[config.mk]
export PLATFORM = sky130hd
export DESIGN_NAME = cdu_pulse_relay
export DESIGN_NICKNAME = d
export VERILOG_FILES = /design/src/rtl/cdu_pulse_relay.sv
export SDC_FILE = /design/constraint.sdc
export NUM_CORES = 1
export LEC_CHECK = 0
export ABC_AREA = 1
export CORE_MARGIN = 2
export CORE_UTILIZATION = 58
export CTS_BUF_LIST = sky130_fd_sc_hd__clkbuf_2 sky130_fd_sc_hd__clkbuf_4 sky130_fd_sc_hd__clkbuf_8
export DETAILED_ROUTE_END_ITERATION = 6
export PLACE_DENSITY = 0.88
export RECOVER_POWER = 50
export SYNTH_ARGS = -nofsm -noshare
export SYNTH_HDL_FRONTEND = slang
export SYNTH_SLANG_ARGS = --single-unit
[constraint.sdc]
create_clock -name CLOCKH -period 6 [get_ports CLOCKH]
set_clock_uncertainty 0.15 [all_clocks]
set_input_delay 0.9 -clock CLOCKH [delete_from_list [all_inputs] [get_ports CLOCKH]]
set_output_delay 0.9 -clock CLOCKH [all_outputs]
set_load 0.1 [all_outputs]
[src/rtl/cdu_pulse_relay.sv]
// Multi-channel CDU angle counter and +PG/-PG increment pulse relay.
// Define CDU_OVF_FLAG_EN to build the sticky per-channel angle-wrap flag.
module cdu_pulse_relay #(
  parameter int NCH       = 3,
  parameter int ANG_W     = 16,
  parameter int PEND_W    = 6,
  parameter int PULSE_W   = 4,
  parameter int PULSE_GAP = 4
) (
  input  logic                 CLOCKH,
  input  logic                 rst_n,
  input  logic [NCH-1:0]       UPLVL,
  input  logic [NCH-1:0]       DNLVL,
  input  logic [NCH-1:0]       CDUZ,
  output logic [NCH*ANG_W-1:0] ANGLE,
  output logic [NCH-1:0]       ATpPGH,
  output logic [NCH-1:0]       ATmPGH,
  output logic [NCH-1:0]       BUSY,
  output logic [NCH-1:0]       PEND_FULL,
  output logic [NCH-1:0]       OVF
);

  typedef enum logic [1:0] {
    S_IDLE,
    S_PULSE,
    S_GAP
  } state_e;

  localparam int TMAX = (PULSE_W > PULSE_GAP) ? PULSE_W : PULSE_GAP;
  localparam int TW   = $clog2(TMAX) + 1;
  localparam int PMAX = 2 ** (PEND_W - 1) - 1;
  localparam int SW   = PEND_W + 2;

  localparam logic signed [SW-1:0] HI_S = SW'(PMAX);
  localparam logic signed [SW-1:0] LO_S = -HI_S;
  localparam logic signed [PEND_W-1:0] HI_P = PEND_W'(PMAX);
  localparam logic signed [PEND_W-1:0] LO_P = -HI_P;

  for (genvar g = 0; g < NCH; g++) begin : g_ch
    state_e                    state_q, state_d;
    logic [TW-1:0]             tmr_q, tmr_d;
    logic                      neg_q, neg_d;
    logic signed [PEND_W-1:0]  pend_q, pend_d;
    logic [ANG_W-1:0]          ang_q, ang_d;
    logic                      p_q, p_d;
    logic                      m_q, m_d;
    logic                      busy_q, busy_d;
    logic                      full_q, full_d;
    logic signed [SW-1:0]      delta, drain, sum;
    logic                      inc, dec;

    assign inc = UPLVL[g] & ~DNLVL[g];
    assign dec = DNLVL[g] & ~UPLVL[g];

    always_comb begin
      state_d = state_q;
      tmr_d   = tmr_q;
      neg_d   = neg_q;
      drain   = '0;
      delta   = '0;
      ang_d   = ang_q;
      if (inc) begin
        delta = SW'(1);
        ang_d = ang_q + ANG_W'(1);
      end else if (dec) begin
        delta = '1;
        ang_d = ang_q - ANG_W'(1);
      end
      unique case (state_q)
        S_IDLE: begin
          if (pend_q != '0) begin
            state_d = S_PULSE;
            tmr_d   = TW'(PULSE_W - 1);
            neg_d   = pend_q[PEND_W-1];
            drain   = pend_q[PEND_W-1] ? '1 : SW'(1);
          end
        end
        S_PULSE: begin
          if (tmr_q == '0) begin
            state_d = S_GAP;
            tmr_d   = TW'(PULSE_GAP - 1);
          end else begin
            tmr_d = tmr_q - TW'(1);
          end
        end
        S_GAP: begin
          if (tmr_q == '0) state_d = S_IDLE;
          else tmr_d = tmr_q - TW'(1);
        end
        default: state_d = S_IDLE;
      endcase
      // Sum is wide enough that saturation can be judged after the fact.
      sum = SW'(pend_q) + delta - drain;
      if (sum > HI_S) pend_d = HI_P;
      else if (sum < LO_S) pend_d = LO_P;
      else pend_d = PEND_W'(sum);
      if (CDUZ[g]) begin
        state_d = S_IDLE;
        tmr_d   = '0;
        neg_d   = 1'b0;
        pend_d  = '0;
        ang_d   = '0;
      end
      p_d    = (state_d == S_PULSE) & ~neg_d;
      m_d    = (state_d == S_PULSE) & neg_d;
      busy_d = (state_d != S_IDLE) | (pend_d != '0);
      full_d = (pend_d == HI_P) | (pend_d == LO_P);
    end

    always_ff @(posedge CLOCKH) begin
      if (!rst_n) begin
        state_q <= S_IDLE;
        tmr_q   <= '0;
        neg_q   <= 1'b0;
        pend_q  <= '0;
        ang_q   <= '0;
        p_q     <= 1'b0;
        m_q     <= 1'b0;
        busy_q  <= 1'b0;
        full_q  <= 1'b0;
      end else begin
        state_q <= state_d;
        tmr_q   <= tmr_d;
        neg_q   <= neg_d;
        pend_q  <= pend_d;
        ang_q   <= ang_d;
        p_q     <= p_d;
        m_q     <= m_d;
        busy_q  <= busy_d;
        full_q  <= full_d;
      end
    end

    assign ANGLE[g*ANG_W +: ANG_W] = ang_q;
    assign ATpPGH[g]    = p_q;
    assign ATmPGH[g]    = m_q;
    assign BUSY[g]      = busy_q;
    assign PEND_FULL[g] = full_q;

`ifdef CDU_OVF_FLAG_EN
    logic ovf_q, ovf_d;
    logic wrap;

    assign wrap = (inc & (ang_q == '1)) | (dec & (ang_q == '0));

    always_comb begin
      ovf_d = ovf_q | wrap;
      if (CDUZ[g]) ovf_d = 1'b0;
    end

    always_ff @(posedge CLOCKH) begin
      if (!rst_n) ovf_q <= 1'b0;
      else ovf_q <= ovf_d;
    end

    assign OVF[g] = ovf_q;
`else
    assign OVF[g] = 1'b0;
`endif
  end

endmodule
# [Word-level counts from Yosys, hierarchy flattened]
# Cells that the tools add are included.
[word_totals] reg_bits=96 inputBits=11 word_cells=190
[op_classes] n_addsub=15 magnitude_cmp=6 eq_ne=21 mux=66 bitwise=28 n_reduce_logical=27
[ops] operator="8-bit two-way mux" count=15
[ops] operator="16-bit two-way mux" count=6
[ops] operator="6-bit two-way mux" count=9
[ops] operator="16-bit by 1-bit adder with 16-bit output (second input constant)" count=3
[ops] operator="16-bit by 1-bit subtractor with 16-bit output (second input constant)" count=3
[ops] operator="6-bit == test (second input constant)" count=6
[ops] operator="6-bit nonzero test" count=6
[ops] operator="3-bit two-way mux" count=9
[ops] operator="3-bit one-hot mux with 3 select lines" count=3
[ops] operator="6-bit by 8-bit adder with 8-bit output" count=3
[ops] operator="8-bit by 6-bit > comparator with 1-bit output (second input constant)" count=3
[ops] operator="8-bit by 6-bit less-than comparator with 1-bit output (second input constant)" count=3
[ops] operator="2-bit two-way mux" count=12
[ops] operator="8-bit subtractor" count=3
[ops] operator="2-bit one-hot mux with 3 select lines" count=3
[ops] operator="1-bit AND" count=12
[ops] operator="2-bit by 1-bit == test with 1-bit output (second input constant)" count=6
[ops] operator="2-bit != test (second input constant)" count=6
[ops] operator="2-bit nonzero test" count=6
[ops] operator="1-bit inverter" count=10
[ops] operator="3-bit zero test" count=3
[ops] operator="1-bit two-way mux" count=9
[ops] operator="3-bit AND reduction" count=3
[ops] operator="3-bit nonzero test" count=3
[ops] operator="other kinds (5)" count=18

# [Depth between registers and ports, before layout]
[depth] ltp_word=12 depth_mapped=23 mapped_depth_nobuf=23

# [Least setup slack after synthesis]
# Ideal clock, no wire load.
[synth_timing] path_type="input-to-reg" start="input UPLVL[0]" end="register g_ch[0].busy_q" arrival_ns=3.142 required_ns=5.722 slack_ns=2.581 stages=20 n_path_buf=0 cell_sequence="inv_1 > ha_1 > inv_1 > fa_1 > inv_1 > ha_1 > nand2_2 > nand2_1 > nand2_1 > nand3_2 > nand2_2 > nand2_2 > nand2_4 > clkinv_4 > nand2_4 > nand2_2 > nand3_2 > nand3_1 > nor2_1 > nor2_1"
[synth_via] elab_chain_len=12
[synth_rtl] item="from (decl)" line="12" source="input logic [NCH-1:0] UPLVL,"
[synth_rtl] item="1-bit inverter" line="53" source="assign dec = DNLVL[g] & ~UPLVL[g];"
[synth_rtl] item="1-bit AND" line="53"
[synth_rtl] item="8-bit two-way mux" line="65" source="end else if (dec) begin"
[synth_rtl] item="8-bit two-way mux (*)" line="62" source="if (inc) begin"
[synth_rtl] item="6-bit by 8-bit adder with 8-bit output (*)" line="93" source="sum = SW'(pend_q) + delta - drain;"
[synth_rtl] item="8-bit subtractor (*)" line="93"
[synth_rtl] item="8-bit by 6-bit less-than comparator with 1-bit output" line="95" source="else if (sum < LO_S) pend_d = LO_P;"
[synth_rtl] item="6-bit two-way mux" line="95"
[synth_rtl] item="6-bit two-way mux (*)" line="94" source="if (sum > HI_S) pend_d = HI_P;"
[synth_rtl] item="6-bit two-way mux (*)" line="97" source="if (CDUZ[g]) begin"
[synth_rtl] item="6-bit nonzero test (*)" line="106" source="busy_d = (state_d != S_IDLE) | (pend_d != '0);"
[synth_rtl] item="1-bit OR (*)" line="106"
[synth_rtl] item="to (signal assigned)" line="129" source="busy_q <= busy_d;"
[synth_rtl] item="to (decl)" line="47" source="logic busy_q, busy_d;"
# Mark *: on every way between the ends. The rest lies on a longest branch, timed or not.
# A chain may end at the register's enable or synchronous reset.

# [Final worst setup path]
[layout_timing] start="input UPLVL[1]" end="register g_ch[1].busy_q"
[layout_via] elab_chain_len=12
[layout_rtl] item="1-bit inverter" line="53"
[layout_rtl] item="1-bit AND" line="53"
[layout_rtl] item="8-bit two-way mux" line="65"
[layout_rtl] item="8-bit two-way mux (*)" line="62"
[layout_rtl] item="6-bit by 8-bit adder with 8-bit output (*)" line="93"
[layout_rtl] item="8-bit subtractor (*)" line="93"
[layout_rtl] item="8-bit by 6-bit less-than comparator with 1-bit output" line="95"
[layout_rtl] item="6-bit two-way mux" line="95"
[layout_rtl] item="6-bit two-way mux (*)" line="94"
[layout_rtl] item="6-bit two-way mux (*)" line="97"
[layout_rtl] item="6-bit nonzero test (*)" line="106"
[layout_rtl] item="1-bit OR (*)" line="106"
[layout_rtl] item="to (signal assigned)" line="129"
[layout_rtl] item="to (decl)" line="47"
# Marked as above.

==> impl_metrics.env <==
export IMPL_outcome="finished clean"
export IMPL_netlist_top_cells_area="dfxtp_1 24%, ha_1 14%, nand2_1 10%"
export IMPL_dr_pass1_iters=5
export IMPL_synth_largest_area_cell="dfxtp_1"
export IMPL_antenna_found_initial=0
export IMPL_synth_edf_count=0
export IMPL_reg2reg_from="g_ch[1].state_q[0]"
export IMPL_drtIter0Drc=512
export IMPL_grt_pass1_vias=7023
export IMPL_start_util=0.589
export IMPL_max_slew_margin=0.307
export IMPL_p_leak_nw=5.02
export IMPL_fin_crit_ps=4030
export IMPL_peakVddDrop_mv=0.556
export IMPL_n_antenna_cell=0
export IMPL_fmax_ghz=0.248
export IMPL_min_from="g_ch[0].ang_q[15]"
export IMPL_num_rows=43
export IMPL_synth_seq_cells=96
export IMPL_holdPathStages=2
export IMPL_htree_num_levels=3
export IMPL_vias_per_cell=5.26
export IMPL_clk_pin_slew_ps=100
export IMPL_synthFlopType="dfxtp_1"
export IMPL_hold_buffers=0
export IMPL_fin_nets=1362
export IMPL_yosys_area_share_simple=0.284
export IMPL_yosysSeqAreaShare=0.237
export IMPL_power_mw=5.30
export IMPL_maxSlewViolCount=0
export IMPL_clkLatencyLatePin_ps=390
export IMPL_critPathLaunchType="input port"
export IMPL_r2r_end="g_ch[1].busy_q"
export IMPL_min_path_type="reg -> reg"
export IMPL_portBuffers=70
export IMPL_setup_tns_ps=0
export IMPL_netlist_instances=1184
export IMPL_min_to="g_ch[0].ang_q[15]"
export IMPL_synth_xor_area_frac=0.0400
export IMPL_regToRegSetupSlack_ps=2600
export IMPL_die_area_um2=14900
export IMPL_cts_buffers=9
export IMPL_dpl_hpwl_um=13800
export IMPL_grt_pass1_wl_um=29900
export IMPL_synth_cell_type_count=41
export IMPL_yosysWarnings=0
export IMPL_post_cts_buffers=0
export IMPL_cp_required_ps=6100
export IMPL_grt_overflow=0
export IMPL_die_h_um=122
export IMPL_fin_crit_sh=0.672
export IMPL_synth_area_um2=8110
export IMPL_die_x_um=122
export IMPL_power_density_nw_per_um2=582
export IMPL_rsz0062_at_grt="no"
export IMPL_setup_violations=0
export IMPL_clock_path_buffers=2
export IMPL_layout_drive_gt1_share=0.0586
export IMPL_synth_top_area_frac=0.237
export IMPL_core_um2=13800
export IMPL_drc=0
export IMPL_cp_end_kind="flop"
export IMPL_synth_compound_area_frac=0.126
export IMPL_yosys_area_share_adder=0.191
export IMPL_path_class="in -> reg"
export IMPL_cts_tree="done"
export IMPL_avgRoutedWirePerCell_um=12.4
export IMPL_synth_top_family_by_area="simple AND/OR/NAND/NOR gates"
export IMPL_area_growth_syn_to_layout_pct=12.3
export IMPL_holdWs_ps=342
export IMPL_clock_sinks=96
export IMPL_synth_area_mux_share=0
export IMPL_worstMarginPinSlew_ps=1040
export IMPL_critPathMaxFanout=15
export IMPL_final_common_cell="nand2_1"
export IMPL_max_cap_violations=0
export IMPL_route_vias_total=7490
export IMPL_finish_utilization=0.661
export IMPL_wl_um=17700
export IMPL_nFillCells=1176
export IMPL_io_pins=74
export IMPL_ys_async_sr_fraction=0
export IMPL_worstPathArrival_ps=4130
export IMPL_worstRegToRegCells=20
export IMPL_timing_final_hold_violations=0
export IMPL_ctsResizeCount=0
export IMPL_root_buffer="clkbuf_8"
export IMPL_grt_max_degree=29
export IMPL_gp_congestion=0.900
export IMPL_grt_usage=0.244
export IMPL_synth_area_per_cell_um2=6.85
export IMPL_mostFrequentLayoutCells="226 x nand2_1, 212 x inv_1, 149 x nor2_1"
export IMPL_drtAntennaViolNets=0
[cells in the mapped netlist (all sizes together), types with 20 or more instances]
cell,count
a21oi,76
dfxtp,96
fa,21
ha,90
inv,214
nand2,256
nand3,70
nand4,20
nor2,150
o21ai,56
xor2,21
[kinds of logic (layout without fill, tap and decap cells)]
| logic type | after synthesis | in the layout |
|---|---|---|
| flip-flops | 96 | 96 |
| other | 1 | 3 |
| buffers and inverters | 247 | 306 |
| XOR/XNOR | 37 | 37 |
| AO/OA/AOI/OAI | 176 | 176 |
| adder cells (fa/ha/maj) | 111 | 111 |
| AND/OR/NAND/NOR | 516 | 516 |
[worst max-delay path, stage by stage]
cell	delay, ps
clkdlybuf4s50_1	480
inv_1	50
ha_1	620
ha_1	330
inv_1	50
ha_1	180
inv_1	60
fa_1	400
inv_1	100
nand3_1	110
nand2_1	100
nand2_1	60
nand2_1	80
nand3_1	70
nand3_1	90
nand2_2	100
nand3_2	140
nand2_1	60
nor2_1	100
a21oi_1	60
[stage by stage]
step	std cells	setup WS [ps]	area [µm²]
after floorplan	1186	2580	8120
after global placement	1409	1760	8880
after detailed placement	1409	1610	8880
after CTS	1425	2010	9110
after global routing	1425	1700	9110
final	1425	1970	9110
[worst max-delay path by stage]
stage | from | endpoint | slack, ps
6_report | UPLVL[1] | g_ch[1].busy_q | 1970
5_1_grt | UPLVL[1] | g_ch[1].busy_q | 1700
4_1_cts | UPLVL[0] | g_ch[0].busy_q | 2010
3_5_place_dp | UPLVL[1] | g_ch[1].full_q | 1610
3_3_place_gp | UPLVL[0] | g_ch[0].busy_q | 1760
2_1_floorplan | UPLVL[0] | g_ch[0].busy_q | 2580
[sequential cells by signal, indices dropped and copies added, names as in the netlist]
register      cells
g_ch.ang_q       48
g_ch.tmr_q        9
g_ch.full_q       3
g_ch.pend_q      18
g_ch.state_q      6
g_ch.busy_q       3
g_ch.p_q          3
g_ch.neg_q        3
g_ch.m_q          3
[per-layer routing]
metal | GRT usage | wire length [µm] | up-vias
met5 | 0 | 0 | -
met4 | 0.0841 | 341 | 0
met3 | 0.0493 | 700 | 32
met2 | 0.441 | 8800 | 184
met1 | 0.286 | 7860 | 3389
li1 | - | - | 3885
[report_power, final]
part / total [mW] / leakage [nW] / switching (mW) / internal [mW]
sequential: 0.826 / 0.787 / 0.0692 / 0.757
combinational: 3.99 / 4.12 / 2.69 / 1.30
clock: 0.485 / 0.109 / 0.235 / 0.250
total: 5.30 / 5.02 / 2.99 / 2.31
[area by class of cell]
cell class                 count  area [µm²]  area share
sequential                    96        1920       0.211
multi-input combinational    843        5200       0.571
timing repair buffer          70         701      0.0769
clock inverter                 5        80.1     0.00879
tap                          180         225      0.0247
inverter                     220         832      0.0913
clock buffer                  11         145      0.0159
Note: power is estimated with default switching activity, not from simulation.
